File: src/rtl/branch_sequencer.sv
// branch_sequencer: walks a conditional branch (brzr/brnz/brpl/brmi) through
// execute steps T3..T6, raising datapath strobes and latching the condition.
module branch_sequencer #(
    parameter logic SKIP_NOT_TAKEN = 1'b1,
    parameter int   CNT_W          = 16
) (
    input  logic             clock,
    input  logic             clear,
    input  logic             start,
    input  logic [31:0]      IR,
    input  logic [31:0]      BusMuxOut,
    output logic             busy,
    output logic             done,
    output logic             con_out,
    output logic             Gra,
    output logic             Rout,
    output logic             CONin,
    output logic             PCout,
    output logic             Yin,
    output logic             Cout,
    output logic             ADD,
    output logic             Zin,
    output logic             Zlowout,
    output logic             PCin,
    output logic [CNT_W-1:0] taken_cnt,
    output logic [CNT_W-1:0] nottaken_cnt,
    output logic [2:0]       state_dbg
);

    // Launch handshake: start is a one-cycle request taken only while busy=0;
    // busy stays high from T3 through DONE, and done pulses once in DONE.
    typedef enum logic [2:0] {
        S_IDLE = 3'd0,
        S_T3   = 3'd1,
        S_T4   = 3'd2,
        S_T5   = 3'd3,
        S_T6   = 3'd4,
        S_DONE = 3'd5
    } state_t;

    localparam logic [CNT_W-1:0] CNT_ONE = {{(CNT_W-1){1'b0}}, 1'b1};
    localparam logic [CNT_W-1:0] CNT_MAX = {CNT_W{1'b1}};

    state_t state;
    state_t state_nxt;
    logic   cond_true;
    logic   unused_ir;

    // Only the condition field of IR matters here.
    assign unused_ir = ^{IR[31:21], IR[18:0]};

    always_comb begin
        cond_true = 1'b0;
        case (IR[20:19])
            2'b00:   cond_true = (BusMuxOut == 32'd0);
            2'b01:   cond_true = (BusMuxOut != 32'd0);
            2'b10:   cond_true = ~BusMuxOut[31];
            default: cond_true = BusMuxOut[31];
        endcase
    end

    always_ff @(posedge clock or posedge clear) begin
        if (clear) begin
            state <= S_IDLE;
        end else begin
            state <= state_nxt;
        end
    end

    always_comb begin
        state_nxt = state;
        case (state)
            S_IDLE: if (start) state_nxt = S_T3;
            S_T3: begin
                if (SKIP_NOT_TAKEN && !cond_true) state_nxt = S_DONE;
                else                              state_nxt = S_T4;
            end
            S_T4:    state_nxt = S_T5;
            S_T5:    state_nxt = S_T6;
            S_T6:    state_nxt = S_DONE;
            S_DONE:  state_nxt = S_IDLE;
            default: state_nxt = S_IDLE;
        endcase
    end

    always_comb begin
        busy    = (state != S_IDLE);
        done    = (state == S_DONE);
        Gra     = 1'b0;
        Rout    = 1'b0;
        CONin   = 1'b0;
        PCout   = 1'b0;
        Yin     = 1'b0;
        Cout    = 1'b0;
        ADD     = 1'b0;
        Zin     = 1'b0;
        Zlowout = 1'b0;
        PCin    = 1'b0;
        case (state)
            S_T3: begin
                Gra   = 1'b1;
                Rout  = 1'b1;
                CONin = 1'b1;
            end
            S_T4: begin
                PCout = 1'b1;
                Yin   = 1'b1;
            end
            S_T5: begin
                Cout = 1'b1;
                ADD  = 1'b1;
                Zin  = 1'b1;
            end
            S_T6: begin
                Zlowout = 1'b1;
                PCin    = con_out;
            end
            default: ;
        endcase
    end

    // Condition and statistics update together on the edge that leaves T3.
    always_ff @(posedge clock or posedge clear) begin
        if (clear) begin
            con_out      <= 1'b0;
            taken_cnt    <= '0;
            nottaken_cnt <= '0;
        end else if (state == S_T3) begin
            con_out <= cond_true;
            if (cond_true) begin
                if (taken_cnt != CNT_MAX) taken_cnt <= taken_cnt + CNT_ONE;
            end else begin
                if (nottaken_cnt != CNT_MAX) nottaken_cnt <= nottaken_cnt + CNT_ONE;
            end
        end
    end

    assign state_dbg = state;

endmodule

File: config.mk
export PLATFORM = sky130hd
export DESIGN_NAME = branch_sequencer
export DESIGN_NICKNAME = d
export VERILOG_FILES = /design/src/rtl/branch_sequencer.sv
export SDC_FILE = /design/constraint.sdc
export NUM_CORES = 1
export LEC_CHECK = 0
export CAP_MARGIN = 10
export CORE_ASPECT_RATIO = 1.5
export CORE_UTILIZATION = 42
export DETAILED_ROUTE_END_ITERATION = 16
export PLACE_DENSITY = 0.88
export SYNTH_ARGS = -nofsm -noshare
export SYNTH_HDL_FRONTEND = slang
export SYNTH_SLANG_ARGS = --single-unit
File: constraint.sdc
create_clock -name clock -period 3.8 [get_ports clock]
set_clock_uncertainty 0.15 [all_clocks]
set_input_delay 0.95 -clock clock [delete_from_list [all_inputs] [get_ports clock]]
set_output_delay 0.95 -clock clock [all_outputs]
set_load 0.03 [all_outputs]
# Word-level counts from Yosys, hierarchy flattened
# Cells that the tools add are included.
# word_totals
ff_bits	36
elab_cells	34
out_inout_bits	48
in_bits	67
# op_classes
mux	9
bitwise_logic	2
reduce_logical	7
n_addsub	2
eq_ne	10
# op_table
operator	count
$add A16 B1 Y16 const B	2
$logic_not A32 Y1	1
$ne A16 B16 Y1 const B	2
$reduce_bool A32 Y1	1
$pmux W3 S5	1
$eq A3 B2 Y1 const B	2
$eq A3 B3 Y1 const B	2
$mux W3	2
$reduce_and A3 Y1	2
$mux W1	5
$eq A3 B1 Y1 const B	1
$logic_not A3 Y1	1
$pmux W1 S3	1
$reduce_bool A3 Y1	1
$eq A2 B1 Y1 const B	1
$eq A2 B2 Y1 const B	1
$logic_not A2 Y1	1
$ne A2 B2 Y1 const B	1
$not A1 Y1	2

# Depth between registers and ports, before layout
# logic_depth
ltp_word	4
ltp_mapped	8

# Worst setup path after synthesis
# Ideal clock, no wire load.
# synth_timing
path_kind	reg-to-output
from	register state[2] (netlist: state_dbg[2])
to	output port PCin
stages_incl_launch_ff	3
slack_ps	822
arrival_ps	1878
n_path_buf	0
path_cell_list	dfrtp_1 nor3b_1 and2_1
# synth_via
elab_chain_len	2
# synth_lines
element	line	text
start: declaration	44	state_t state;
start signal: assignment	66	state <= state_nxt;
$eq A3 B3 Y1	99	case (state)
$mux W1	99	
end: declaration	24	output logic PCin,
# No other way between the ends.

# Worst setup path in the final report
# layout_timing
from	input port BusMuxOut[1]
to	register nottaken_cnt[12]
# layout_via
elab_chain_len	4
elab_cells_between_ends	5
# layout_lines
element	line	text
start: declaration	11	input logic [31:0] BusMuxOut,
$reduce_bool A32 Y1 or $logic_not A32 Y1 (tied branches)	56, 55	
$pmux W1 S3 *	54	case (IR[20:19])
$not A1 Y1 (no line) *	n/a	
$reduce_and A3 Y1 (no line) *	n/a	
end signal: assignment	133	if (nottaken_cnt != CNT_MAX) nottaken_cnt <= nottaken_cnt + CNT_ONE;
end: declaration	26	output logic [CNT_W-1:0] nottaken_cnt,
# Mark *: on every way between the ends. The rest lies on a longest branch, timed or not.
# A chain may end at the register's enable or synchronous reset.

==> reports/qor.txt <==
Mapped Area: 0.002049 sq mm
Hold Crit Class: reg2reg
# clock sinks: 36
root buffer cell: clkbuf_8
clock buffer depth: 2
combinational family with the most area after synthesis: simple AND/OR/NAND/NOR gates
GR Overflow Total: 0
Max-slew headroom: 0.5828
Die Ht: 87.56 um
Post-DRT Antenna Nets: 0
PortBufs: 84
Placer Congestion: 0.7769
Tightest Pin Transition: 0.6246 ns
H-tree levels: 2
post-cts gate resize count: 0
Synth Instances: 200
area taken by multi-input logic gates: 0.001044 sq mm
Avg WL per Cell: 13.28 um
first-pass GRT wire length: 7.769 mm
DR WL met2: 2.455 mm
Via Count: 1793
critical-path cell list: clkdlybuf4s50_1 -> nor4_1 -> nand4_1 -> or4_1 -> and3_1 -> nor3_1 -> mux2_1
max_cap viols: 0
Routed WL: 4.634 mm
setup TNS: 0 ns
Clock transition at path regs: 0.08 ns
area leader, netlist: dfrtp_1
area delta synth->final: 47.99%
multiplexer share of the synthesized area: 0.01648
Rows: 30
Final nets: 353
Synth Area in Compound Gates: 0.02869
drc violations: 0
Final min period: 3.404 ns
CTS tree: yes
xor and xnor area share after synthesis: 0.1239
postcts setup bufs: 0
Final Hold Fails: 0
Leak: 0.001295 uW
Adder-Cell Fraction of Synth Area: 0.01221
Post-CTS Hold Buffers: 0
critical-path maximum fanout: 11
Hold Worst Slack: 0.3344 ns
routed wl met3: 268 um
count of different cell masters after synthesis: 33
FILL cells: 369
routed vias/inst: 5.138
yosys synthesis warning count: 0
P per Cell Area: 592.0 mW/mm^2
share of post-route cells with drive strength above 1: 0.1088
syn_area_per_cell: 10.25 sq um
initial antenna violation count: 0
top sig layer: met4
top cell type's share of synthesized area: 0.4396
Core Area: 0.004617 sq mm
worst-skew pair later-pin latency: 0.29 ns
Final Cycle Share: 0.8957
Final Max Tran Viols: 0
#FFs+latches synth: 36
TritonCTS Buffers: 5
storage element area: 900.9 sq um
simple-gate share of the synthesized area: 0.3278
vias in the first global route: 1782
Critical Path AT: 3.42 ns
IO Count: 115
Seq/Total Area, Yosys: 0.4396
status: finished clean
largest net degree at the start of global routing: 37
Starting Density: 0.4439
Die ar.: 0.005169 sq mm
Peak VDD IR: 0.5094 mV
crit-path max cell delay: 0.50 ns
Setup crit end kind: register
Startpoint Class: primary input
unrepaired setup endpoints after global routing: false
die width: 59.04 um
Critical Setup Path Class: in2reg
diodes inserted: 0
Tot GR Track Use: 0.1980
Syn Nets: 269
DP Wirelength: 3.501 mm
achievable frequency: 293.8 MHz
violation count after the first detailed-route iteration: 27
WP data required: 3.82 ns
first drt pass iteration count: 4
WL met1: 1.837 mm
CP max stage cell: or4_1
top post-synthesis cells by area: dfrtp_1 (44%), xor2_1 (12%), nor3_2 (5.4%)
setup violators final: 0
power breakdown:
group          total [uW]  internal [uW]  switching (uW)  leakage [uW]
clock                 365            231             134     0.0000645
combinational         848            360             488      0.000762
sequential            582            461             121      0.000469
total                1800           1050             743       0.00129
per-layer routing:
layer	GRT usage	vias up
li1	-	869
met1	0.2192	839
met2	0.3564	80
met3	0.03397	5
met4	0.09957	0
met5	0	-
Yosys cell counts:
cell and n:
nor4_1 9, nor4_2 6, nand4_1 3, dfrtp_1 36, nor2b_1 3, a21oi_1 2, buf_4 5, nand2_1 14
o21a_1 1, ha_1 2, nand2b_1 3, buf_6 4, nor3_2 11, xnor2_1 2, nor2_1 11, a22oi_1 1
and3_1 8, clkbuf_1 1, nor3b_2 1, or3_1 2, o2111ai_1 1, mux2_1 3, xor2_1 27, nor3b_4 1
or4_1 2, nor3b_1 4, nand3_1 18, and2_1 1, nor2_2 1, inv_1 5, and4_1 1, nor3_1 6
o21ai_0 5
registers in the layout, indices dropped and copies added (netlist names):
name and count:
state_dbg 3, con_out 1, nottaken_cnt 16, taken_cnt 16
metrics by stage:
step           total power (uW)  utilization  instances  worst slack, ns  area, sq um
3_5_place_dp               1439       0.6295        341           0.1347         2907
3_3_place_gp               1425       0.6295        341           0.1229         2907
4_1_cts                    1808       0.6569        349           0.3929         3033
2_1_floorplan              1128            -        200           0.8219         2049
5_1_grt                    1886       0.6569        349           0.2244         3033
6_report                   1796       0.6569        349           0.3964         3033
logic make-up after synthesis:
| kind of cell | count (synthesis) |
|---|---|
| adder cells (fa/ha/maj) | 2 |
| XOR/XNOR | 29 |
| multiplexers | 3 |
| AO/OA/AOI/OAI | 10 |
| AND/OR/NAND/NOR | 105 |
| flip-flops | 36 |
| buffers and inverters | 15 |
cell usage in the layout (no fill, tap or decap), types with 3 or more instances in the layout:
cell type / n
and3_1: 8
mux2_1: 3
nor3_1: 6
buf_4: 3
nor3b_1: 4
nand2b_1: 3
o21ai_0: 5
nor2_1: 11
xor2_1: 27
clkdlybuf4s50_1: 84
nor3_2: 11
inv_1: 5
nand3_1: 18
nor2b_1: 3
clkbuf_8: 7
dfrtp_1: 36
nor4_1: 9
nand2_1: 14
nand4_1: 3
nor4_2: 6
worst max-delay path, delay by kind of cell:
family        cells  cell delay [ns]
simple gates      5             1.70
mux               1             0.34
buf+inv           1             0.42
final cells by class:
cell class	count	area share
Inverter	5	0.006188
Tap cell	64	0.02640
Multi-Input combinational cell	149	0.3441
Timing Repair Buffer	87	0.2847
Clock inverter	1	0.009901
Sequential cell	36	0.2970
Clock buffer	7	0.03177
worst paths after layout:
kind | start | to | slack (ns) | cells past startpoint
max | BusMuxOut[1] | nottaken_cnt[12] | 0.40 | 7
min | nottaken_cnt[4] | nottaken_cnt[4] | 0.33 | 1
max reg2reg | state_dbg[0] | nottaken_cnt[12] | 1.07 | 6
min reg2reg | nottaken_cnt[4] | nottaken_cnt[4] | 0.33 | 1
max in group asynchronous | clear | nottaken_cnt[13] | 2.27 | 3
min in group asynchronous | clear | state_dbg[2] | 0.92 | 3
(Power assumes the default switching activity.)
